File: config.mk
export PLATFORM = sky130hd
export DESIGN_NAME = data_sram_ctrl
export DESIGN_NICKNAME = d
export VERILOG_FILES = /design/src/rtl/data_sram_ctrl_pkg.sv /design/src/rtl/data_sram_ctrl.sv
export SDC_FILE = /design/constraint.sdc
export NUM_CORES = 1
export LEC_CHECK = 0
export CAP_MARGIN = 20
export CORE_MARGIN = 4
export CORE_UTILIZATION = 44
export CTS_BUF_LIST = sky130_fd_sc_hd__clkbuf_16
export CTS_CLUSTER_DIAMETER = 40
export CTS_CLUSTER_SIZE = 12
export DETAILED_ROUTE_END_ITERATION = 12
export PLACE_DENSITY_LB_ADDON = 0.1
export SETUP_SLACK_MARGIN = 0.2
export SYNTH_ARGS = -nofsm -noshare
export SYNTH_HDL_FRONTEND = slang
export SYNTH_SLANG_ARGS = --single-unit
File: constraint.sdc
create_clock -name CLK -period 5.4 [get_ports CLK]
set_input_delay 1.08 -clock CLK [delete_from_list [all_inputs] [get_ports CLK]]
set_output_delay 1.08 -clock CLK [all_outputs]
set_load 0.02 [all_outputs]
File: src/rtl/data_sram_ctrl_pkg.sv
// Data SRAM controller: shared ALU op defines, FSM state type,
// byte-enable decode and store-data format helpers.
`ifndef DATA_SRAM_CTRL_DEFINES
`define DATA_SRAM_CTRL_DEFINES
`define ALU_OP_BUS    7:0
`define SRAM_BSEL_BUS 3:0
`define SRAM_DATA_BUS 31:0
`define EXE_LB_OP     8'h24
`define EXE_LW_OP     8'h25
`define EXE_SB_OP     8'h28
`define EXE_SW_OP     8'h29
`endif

package data_sram_ctrl_pkg;

  typedef enum logic [1:0] {
    ST_IDLE,
    ST_ACCESS,
    ST_DONE
  } state_t;

  // Active-low lane mask: bytes only touch one lane, words all four.
  function automatic logic [3:0] be_decode(
    input logic [`ALU_OP_BUS] op,
    input logic [1:0]         lo
  );
    logic [3:0] m;
    m = 4'b0000;
    if (op == `EXE_LB_OP || op == `EXE_SB_OP) begin
      m = ~(4'b0001 << lo);
    end
    return m;
  endfunction

  // Byte stores replicate the byte so any lane sees it.
  function automatic logic [31:0] fmt_wdata(
    input logic [`ALU_OP_BUS] op,
    input logic [31:0]        wd
  );
    logic [31:0] d;
    d = wd;
    if (op == `EXE_SB_OP) begin
      d = {4{wd[7:0]}};
    end
    return d;
  endfunction

endpackage

File: src/rtl/data_sram_ctrl.sv
// Data-side SRAM access FSM with WAIT_CYCLES wait states.
// Ports: CLK/RST, EX/MEM request in, SRAM pins, MEM-stage result, STALL_REQ.
module data_sram_ctrl
  import data_sram_ctrl_pkg::*;
#(
  parameter int WAIT_CYCLES = 1,
  parameter int ADDR_W      = 20
) (
  input  logic                  CLK,
  input  logic                  RST,
  input  logic                  REQ_VALID,
  input  logic [`ALU_OP_BUS]    ALU_OP,
  input  logic [31:0]           ADDR,
  input  logic [31:0]           WDATA,
  output logic                  SRAM_CE_N,
  output logic                  SRAM_OE_N,
  output logic                  SRAM_WE_N,
  output logic [3:0]            SRAM_BE_N,
  output logic [ADDR_W-1:0]     SRAM_ADDR,
  output logic [31:0]           SRAM_DOUT,
  output logic                  SRAM_DOUT_EN,
  input  logic [31:0]           SRAM_DIN,
  output logic [`SRAM_BSEL_BUS] SRAM_BE,
  output logic [`SRAM_DATA_BUS] SRAM_RDATA,
  output logic                  DONE,
  output logic                  ADDR_ERR,
  output logic                  STALL_REQ
);

  localparam logic [3:0] LAST    = 4'(WAIT_CYCLES);
  localparam logic [3:0] WE_LAST = 4'(WAIT_CYCLES - 1);

  state_t state, state_n;
  logic [3:0] cnt, cnt_n;
  logic ld_q, ld_n;
  logic ce_nx, oe_nx, we_nx, den_nx;
  logic [3:0] ben_nx, be_nx, be_dec;
  logic [ADDR_W-1:0] addr_nx;
  logic [31:0] dout_nx, rdata_nx;
  logic done_nx, err_nx;
  logic is_ld, is_st, is_mem, misal;
  logic unused_addr;

  assign unused_addr = ^ADDR[31:ADDR_W+2];

  assign is_ld  = ALU_OP == `EXE_LB_OP ||
                  ALU_OP == `EXE_LW_OP;
  assign is_st  = ALU_OP == `EXE_SB_OP ||
                  ALU_OP == `EXE_SW_OP;
  assign is_mem = is_ld || is_st;
  assign misal  = (ALU_OP == `EXE_LW_OP ||
                   ALU_OP == `EXE_SW_OP) &&
                  ADDR[1:0] != 2'b00;
  assign be_dec = be_decode(ALU_OP, ADDR[1:0]);

  assign STALL_REQ = !RST &&
    ((state == ST_IDLE && REQ_VALID && is_mem) ||
     state == ST_ACCESS);

  always_comb begin
    state_n  = state;
    cnt_n    = cnt;
    ld_n     = ld_q;
    ce_nx    = SRAM_CE_N;
    oe_nx    = SRAM_OE_N;
    we_nx    = SRAM_WE_N;
    den_nx   = SRAM_DOUT_EN;
    ben_nx   = SRAM_BE_N;
    be_nx    = SRAM_BE;
    addr_nx  = SRAM_ADDR;
    dout_nx  = SRAM_DOUT;
    rdata_nx = SRAM_RDATA;
    done_nx  = 1'b0;
    err_nx   = ADDR_ERR;
    unique case (state)
      ST_IDLE: begin
        if (REQ_VALID && is_mem) begin
          if (misal) begin
            state_n = ST_DONE;
            done_nx = 1'b1;
            err_nx  = 1'b1;
          end else begin
            state_n = ST_ACCESS;
            cnt_n   = 4'd0;
            ld_n    = is_ld;
            addr_nx = ADDR[ADDR_W+1:2];
            ben_nx  = be_dec;
            be_nx   = be_dec;
            ce_nx   = 1'b0;
            oe_nx   = !is_ld;
            we_nx   = is_ld;
            den_nx  = !is_ld;
            if (!is_ld) begin
              dout_nx = fmt_wdata(ALU_OP, WDATA);
            end
          end
        end
      end
      ST_ACCESS: begin
        cnt_n = cnt + 4'd1;
        // WE_N rises one cycle early for addr/data hold.
        if (cnt == WE_LAST) begin
          we_nx = 1'b1;
        end
        if (cnt == LAST) begin
          state_n = ST_DONE;
          done_nx = 1'b1;
          ce_nx   = 1'b1;
          oe_nx   = 1'b1;
          we_nx   = 1'b1;
          den_nx  = 1'b0;
          ben_nx  = 4'b1111;
          if (ld_q) begin
            rdata_nx = SRAM_DIN;
          end
        end
      end
      ST_DONE: begin
        state_n = ST_IDLE;
        err_nx  = 1'b0;
      end
      default: state_n = ST_IDLE;
    endcase
  end

  always_ff @(posedge CLK) begin
    if (RST) begin
      state        <= ST_IDLE;
      cnt          <= 4'd0;
      ld_q         <= 1'b0;
      SRAM_CE_N    <= 1'b1;
      SRAM_OE_N    <= 1'b1;
      SRAM_WE_N    <= 1'b1;
      SRAM_BE_N    <= 4'b1111;
      SRAM_ADDR    <= '0;
      SRAM_DOUT    <= '0;
      SRAM_DOUT_EN <= 1'b0;
      SRAM_BE      <= 4'b1111;
      SRAM_RDATA   <= '0;
      DONE         <= 1'b0;
      ADDR_ERR     <= 1'b0;
    end else begin
      state        <= state_n;
      cnt          <= cnt_n;
      ld_q         <= ld_n;
      SRAM_CE_N    <= ce_nx;
      SRAM_OE_N    <= oe_nx;
      SRAM_WE_N    <= we_nx;
      SRAM_BE_N    <= ben_nx;
      SRAM_ADDR    <= addr_nx;
      SRAM_DOUT    <= dout_nx;
      SRAM_DOUT_EN <= den_nx;
      SRAM_BE      <= be_nx;
      SRAM_RDATA   <= rdata_nx;
      DONE         <= done_nx;
      ADDR_ERR     <= err_nx;
    end
  end

endmodule

### Word level (Yosys, flattened, before mapping)

Cells that the tools add are included.

| word-level totals | value |
|---|---|
| bits of input ports | 107 |
| logic and storage cells | 91 |
| output and inout bits | 99 |
| register bits | 105 |

| cells by class | value |
|---|---|
| mux-type cells | 34 |
| bitwise operators | 3 |
| $add $sub $neg | 1 |
| shift operators | 1 |
| eq/ne operators | 12 |
| reductions and logical operators | 26 |

Operators by type and width:

| cell | number |
|---|---|
| equality test 8 x 6 -> 1 bit, second input constant | 4 |
| 2-to-1 mux 32 bit | 1 |
| 2-to-1 mux 4 bit | 6 |
| case mux 4 bit (2 select lines) | 2 |
| 2-to-1 mux 1 bit | 15 |
| case mux 1 bit (2 select lines) | 6 |
| AND reduction 3 bit | 4 |
| AND reduction 4 bit | 3 |
| logical OR 1 bit | 6 |
| 2-to-1 mux 2 bit | 3 |
| nonzero test 2 bit | 3 |
| logical AND 1 bit | 5 |
| adder 4 x 1 -> 4 bit, second input constant | 1 |
| equality test 4 x 1 -> 1 bit, second input constant | 1 |
| zero test 4 bit | 1 |
| inequality test 2 x 1 -> 1 bit, second input constant | 2 |
| inequality test 2 bit, second input constant | 2 |
| inverter 4 bit | 1 |
| case mux 2 bit (2 select lines) | 1 |
| << shifter 1 x 2 -> 4 bit, first input constant | 1 |
| inequality test 3 x 1 -> 1 bit, second input constant | 1 |
| equality test 2 x 1 -> 1 bit, second input constant | 1 |
| equality test 2 bit, second input constant | 1 |
| zero test 1 bit | 2 |
| 3 further kinds | 4 |

### Depth between registers and ports, before layout

| logic depth | value |
|---|---|
| word-level depth | 6 |
| depth in mapped cells | 8 |
| depth with buffers taken out | 6 |

### Worst setup path after synthesis

Ideal clock, no wire load.

| timing path | value |
|---|---|
| kind | input to output |
| start point | input ALU_OP[6] |
| end point | output STALL_REQ |
| arrival | 2.067 ns |
| setup slack | 2.253 ns |
| cell stages on the path | 3 |
| required time | 4.320 ns |
| buffers on the path | 0 |
| path through | and4bb_2 nand3_1 a21boi_0 |

| on the way | value |
|---|---|
| longest elaborated chain between the ends | 6 |
| elaborated cells on any way between the ends | 10 |
| classes of those cells | eq/ne: 4; reduce/logical: 6 |

RTL lines:

| element | line | text |
|---|---|---|
| start, declared | data_sram_ctrl.sv:12 | `` input logic [`ALU_OP_BUS] ALU_OP, `` |
| equality test 8 x 6 -> 1 bit (no line) | n/a |  |
| logical OR 1 bit (no line) | n/a |  |
| logical OR 1 bit (*) | data_sram_ctrl.sv:50 | `assign is_mem = is_ld \|\| is_st;` |
| logical AND 1 bit (*) | data_sram_ctrl.sv:57 | `((state == ST_IDLE && REQ_VALID && is_mem) \|\|` |
| logical OR 1 bit (*) | data_sram_ctrl.sv:57 |  |
| logical AND 1 bit (*) | data_sram_ctrl.sv:56 | `assign STALL_REQ = !RST &&` |
| end, declared | data_sram_ctrl.sv:27 | `output logic STALL_REQ` |

Every way passes the cells marked *; elsewhere a longest branch is shown, timed or not.

### Worst setup path after layout

Ends and elaborated chain as after synthesis.

==> impl_results.md <==
* Outcome: complete, no violations
* Net Switching at 332 uW
* I/O pin count at approximately 210
* Root Buffer: clkbuf_16
* Layout cells sized above 1 at around 4.5%
* Syn_area_per_cell at around 8.4 um2
* Area growth, synth to finish at 50.2%
* Setup repair after global routing missed its margin: no
* Worst vdd rail ir drop at between 100 and 150 uV
* Highest Clock Rate at between 0.2 and 0.25 GHz
* Clk_lat worst skew at around 340 ps
* Post-CTS Repair Setup Buffers at 0
* CTS tree: done
* Internal Power at between 1000 and 1500 uW
* Synth area leaders: dfxtp_1, a21oi_1, nand2_1, mux2i_1, nand3_1
* H-tree levels at 3
* Top delay family on crit path: buffers and inverters
* Area share of the leading cell type in the synthesized netlist at 47.8%
* Setup violators final at 0
* Comb pwr share at around 9.0%
* Slew @ Worst Pin at just over 1000 ps
* Vias in the first global route at just over 4000
* Startpoint type of the worst setup path: primary input
* Core Rows at 36
* Leak Pwr at around 0.0023 uW
* Die H at between 100 and 150 um
* Overall Power at around 1500 uW
* Grt ovf at 0
* RePlAce Congestion at 0.782
* Vias at 4344
* Drt wl/cell at about 16 um
* FF+latch count, synth at approximately 110
* Die width at 108 um
* Port bufs at a little under 200
* TNS Setup at 0 ps
* Arr. time, crit path at about 3000 ps
* Worst path max stage delay at 650 ps
* Initial Util at 45.0%
* Post-synth EDFFs at 0
* Final nets at 797
* Num CTS Buffers at 9
* Sw Ratio at between 20% and 30%
* Most used cell, CP: clkdlybuf4s50_1
* Synth cell count leaders: dfxtp_1, a21oi_1, nand2_1
* Fill cells at approximately 840
* Hold-fix buffers, CTS at 0
* CP bufs+invs at 2
* DIE AREA at 11700 um2
* Hpwl dp at ~9000 um
* Crit. End Element: output port
* DR pass1 iterations at 5
* Post-Route WL at ~13000 um
* Max FO, Critical Path at 14
* Pwr Density at between 200 and 250 nW/um2
* Max clock buf depth at 2
* Ant. Diodes at 0
* Post-cts resize count at 0
* Distinct cell type count after synthesis at 41
* Clock skew after layout at between 3 and 4 ps
* Final min period at between 4000 and 5000 ps
* WS Path Type: in2out
* Setup WS pre-CTS at ~1300 ps
* Reg power frac at about half
* MaxCap Viol Count at 0
* Worst-path clk slew at ~70 ps
* Final hold violations at 0
* Final max-slew violation count at 0
* Critical-path cell list: clkdlybuf4s50_1 > and4bb_2 > nand3_1 > a21boi_0 > clkdlybuf4s50_1
* Core ar. at between 9000 and 10000 um2
* Worst setup margin at ~1300 ps
* Post-synth ARST share at 0%
* Synthesized area at 4400 um2
* Tightest Hold Check Type: reg2reg
* Slew Limit Headroom at roughly a third
* Crit path max-delay cell type: clkdlybuf4s50_1
* Vias per cell at 5.28
* DR DRC count at 0
* Core Util, Final at 67.5%
* Synth Flop Type: dfxtp_1
* Mapped Nets at about 630
* CTS sink cnt at between 100 and 150
* Synth area leader: dfxtp_1
* Final ANT Viol Nets at 0
* Clock power frac at between 40% and 50%
* Hold WS at approximately 450 ps
* Overall global routing resource usage at 22.2%
* Pin count of the biggest net entering global routing at just under 100
* Post-synthesis cell count at around 520
* Initial antenna violation count at 0
* Worst Path Required at about 4300 ps
* Synth warn at 0
* Number of DRC markers in iteration 0 at 307
* Period utilization at approximately three quarters
* Most frequent cell after synthesis: dfxtp_1
* First-pass GRT wire length at between 20000 and 25000 um
* Sequential area share after synthesis at approximately 48%
worst register-to-register path, cell delays in order (launching register included):
cell      delay (ps)
dfxtp_1          420
ha_1             220
or3b_2           480
nor2_2            90
buf_4            370
inv_1            120
a21boi_0         260
per-layer routing:
metal / up-vias / track usage [%] / wire length [um] / part of all wire, %
li1: 2144 / - / - / -
met1: 2012 / 27.3 / 5420 / 42
met2: 174 / 37.4 / 6260 / 48
met3: 14 / 5.91 / 1090 / 8.4
met4: 0 / 8.39 / 182 / 1.4
met5: - / 0 / 0 / 0
final timing paths:
check | slack (ps) | depth (start not counted) | endpoint | from
max | 1310 | 5 | STALL_REQ | ALU_OP[6]
min | 450 | 2 | SRAM_BE[0] | SRAM_BE[0]
max reg2reg | 3350 | 6 | DONE | cnt[0]
min reg2reg | 450 | 2 | SRAM_BE[0] | SRAM_BE[0]
placed cells by master, fill, tap and decap left out, types with 2 or more instances in the layout:
master	n
clkdlybuf4s50_1	193
dfxtp_1	105
a21oi_1	94
nand2_1	89
nand3_1	36
or3_1	25
mux2i_1	24
o21ai_0	20
o21ai_1	19
nand4_1	9
clkbuf_16	9
inv_1	8
a21o_1	5
nor3_1	5
buf_4	5
nor2_1	4
a21boi_0	3
nand2b_1	3
and4_1	3
or2_2	3
ha_1	3
clkinv_1	3
nor2b_1	2
power groups by stage:
stage	logic [uW]	registers (uW)	clock network, uW
after floorplan	48.6	796	0
after CTS	138	777	632
after global routing	148	777	668
after global placement	136	795	0
after detailed placement	137	795	0
final	138	777	621
cell families after synthesis:
kind of cell / count (synthesis) / synth area share, %
multiplexers: 24 / 5.46
flip-flops: 105 / 47.8
AND/OR/NAND/NOR: 187 / 21.1
XOR/XNOR: 1 / 0.370
AO/OA/AOI/OAI: 147 / 18.0
buffers and inverters: 55 / 6.40
adder cells (fa/ha/maj): 3 / 0.854
flip-flops by register name (all words and copies together) (netlist names):
register and cells:
ld_q 1, SRAM_WE_N 1, SRAM_BE_N 4, SRAM_BE 4, SRAM_DOUT_EN 1, cnt 4
SRAM_RDATA 32, ADDR_ERR 1, SRAM_ADDR 20, SRAM_OE_N 1, SRAM_DOUT 32, SRAM_CE_N 1
state 2, DONE 1
per-stage QoR:
step                      area [um2]  cells
after floorplan                 4400    522
after global placement          6290    807
after detailed placement        6300    808
after CTS                       6580    822
after global routing            6600    823
final                           6600    823
area by class of cell:
| cell class | count | area, um2 | area share, % |
|---|---|---|---|
| Multi-Input combinational cell | 362 | 2010 | 30.5 |
| Clock buffer | 9 | 225 | 3.41 |
| Clock inverter | 5 | 48.8 | 0.739 |
| Inverter | 8 | 30.0 | 0.455 |
| Sequential cell | 105 | 2100 | 31.8 |
| Timing Repair Buffer | 201 | 2020 | 30.5 |
| Tap cell | 133 | 166 | 2.52 |
Note: power is estimated with default switching activity, not from simulation.
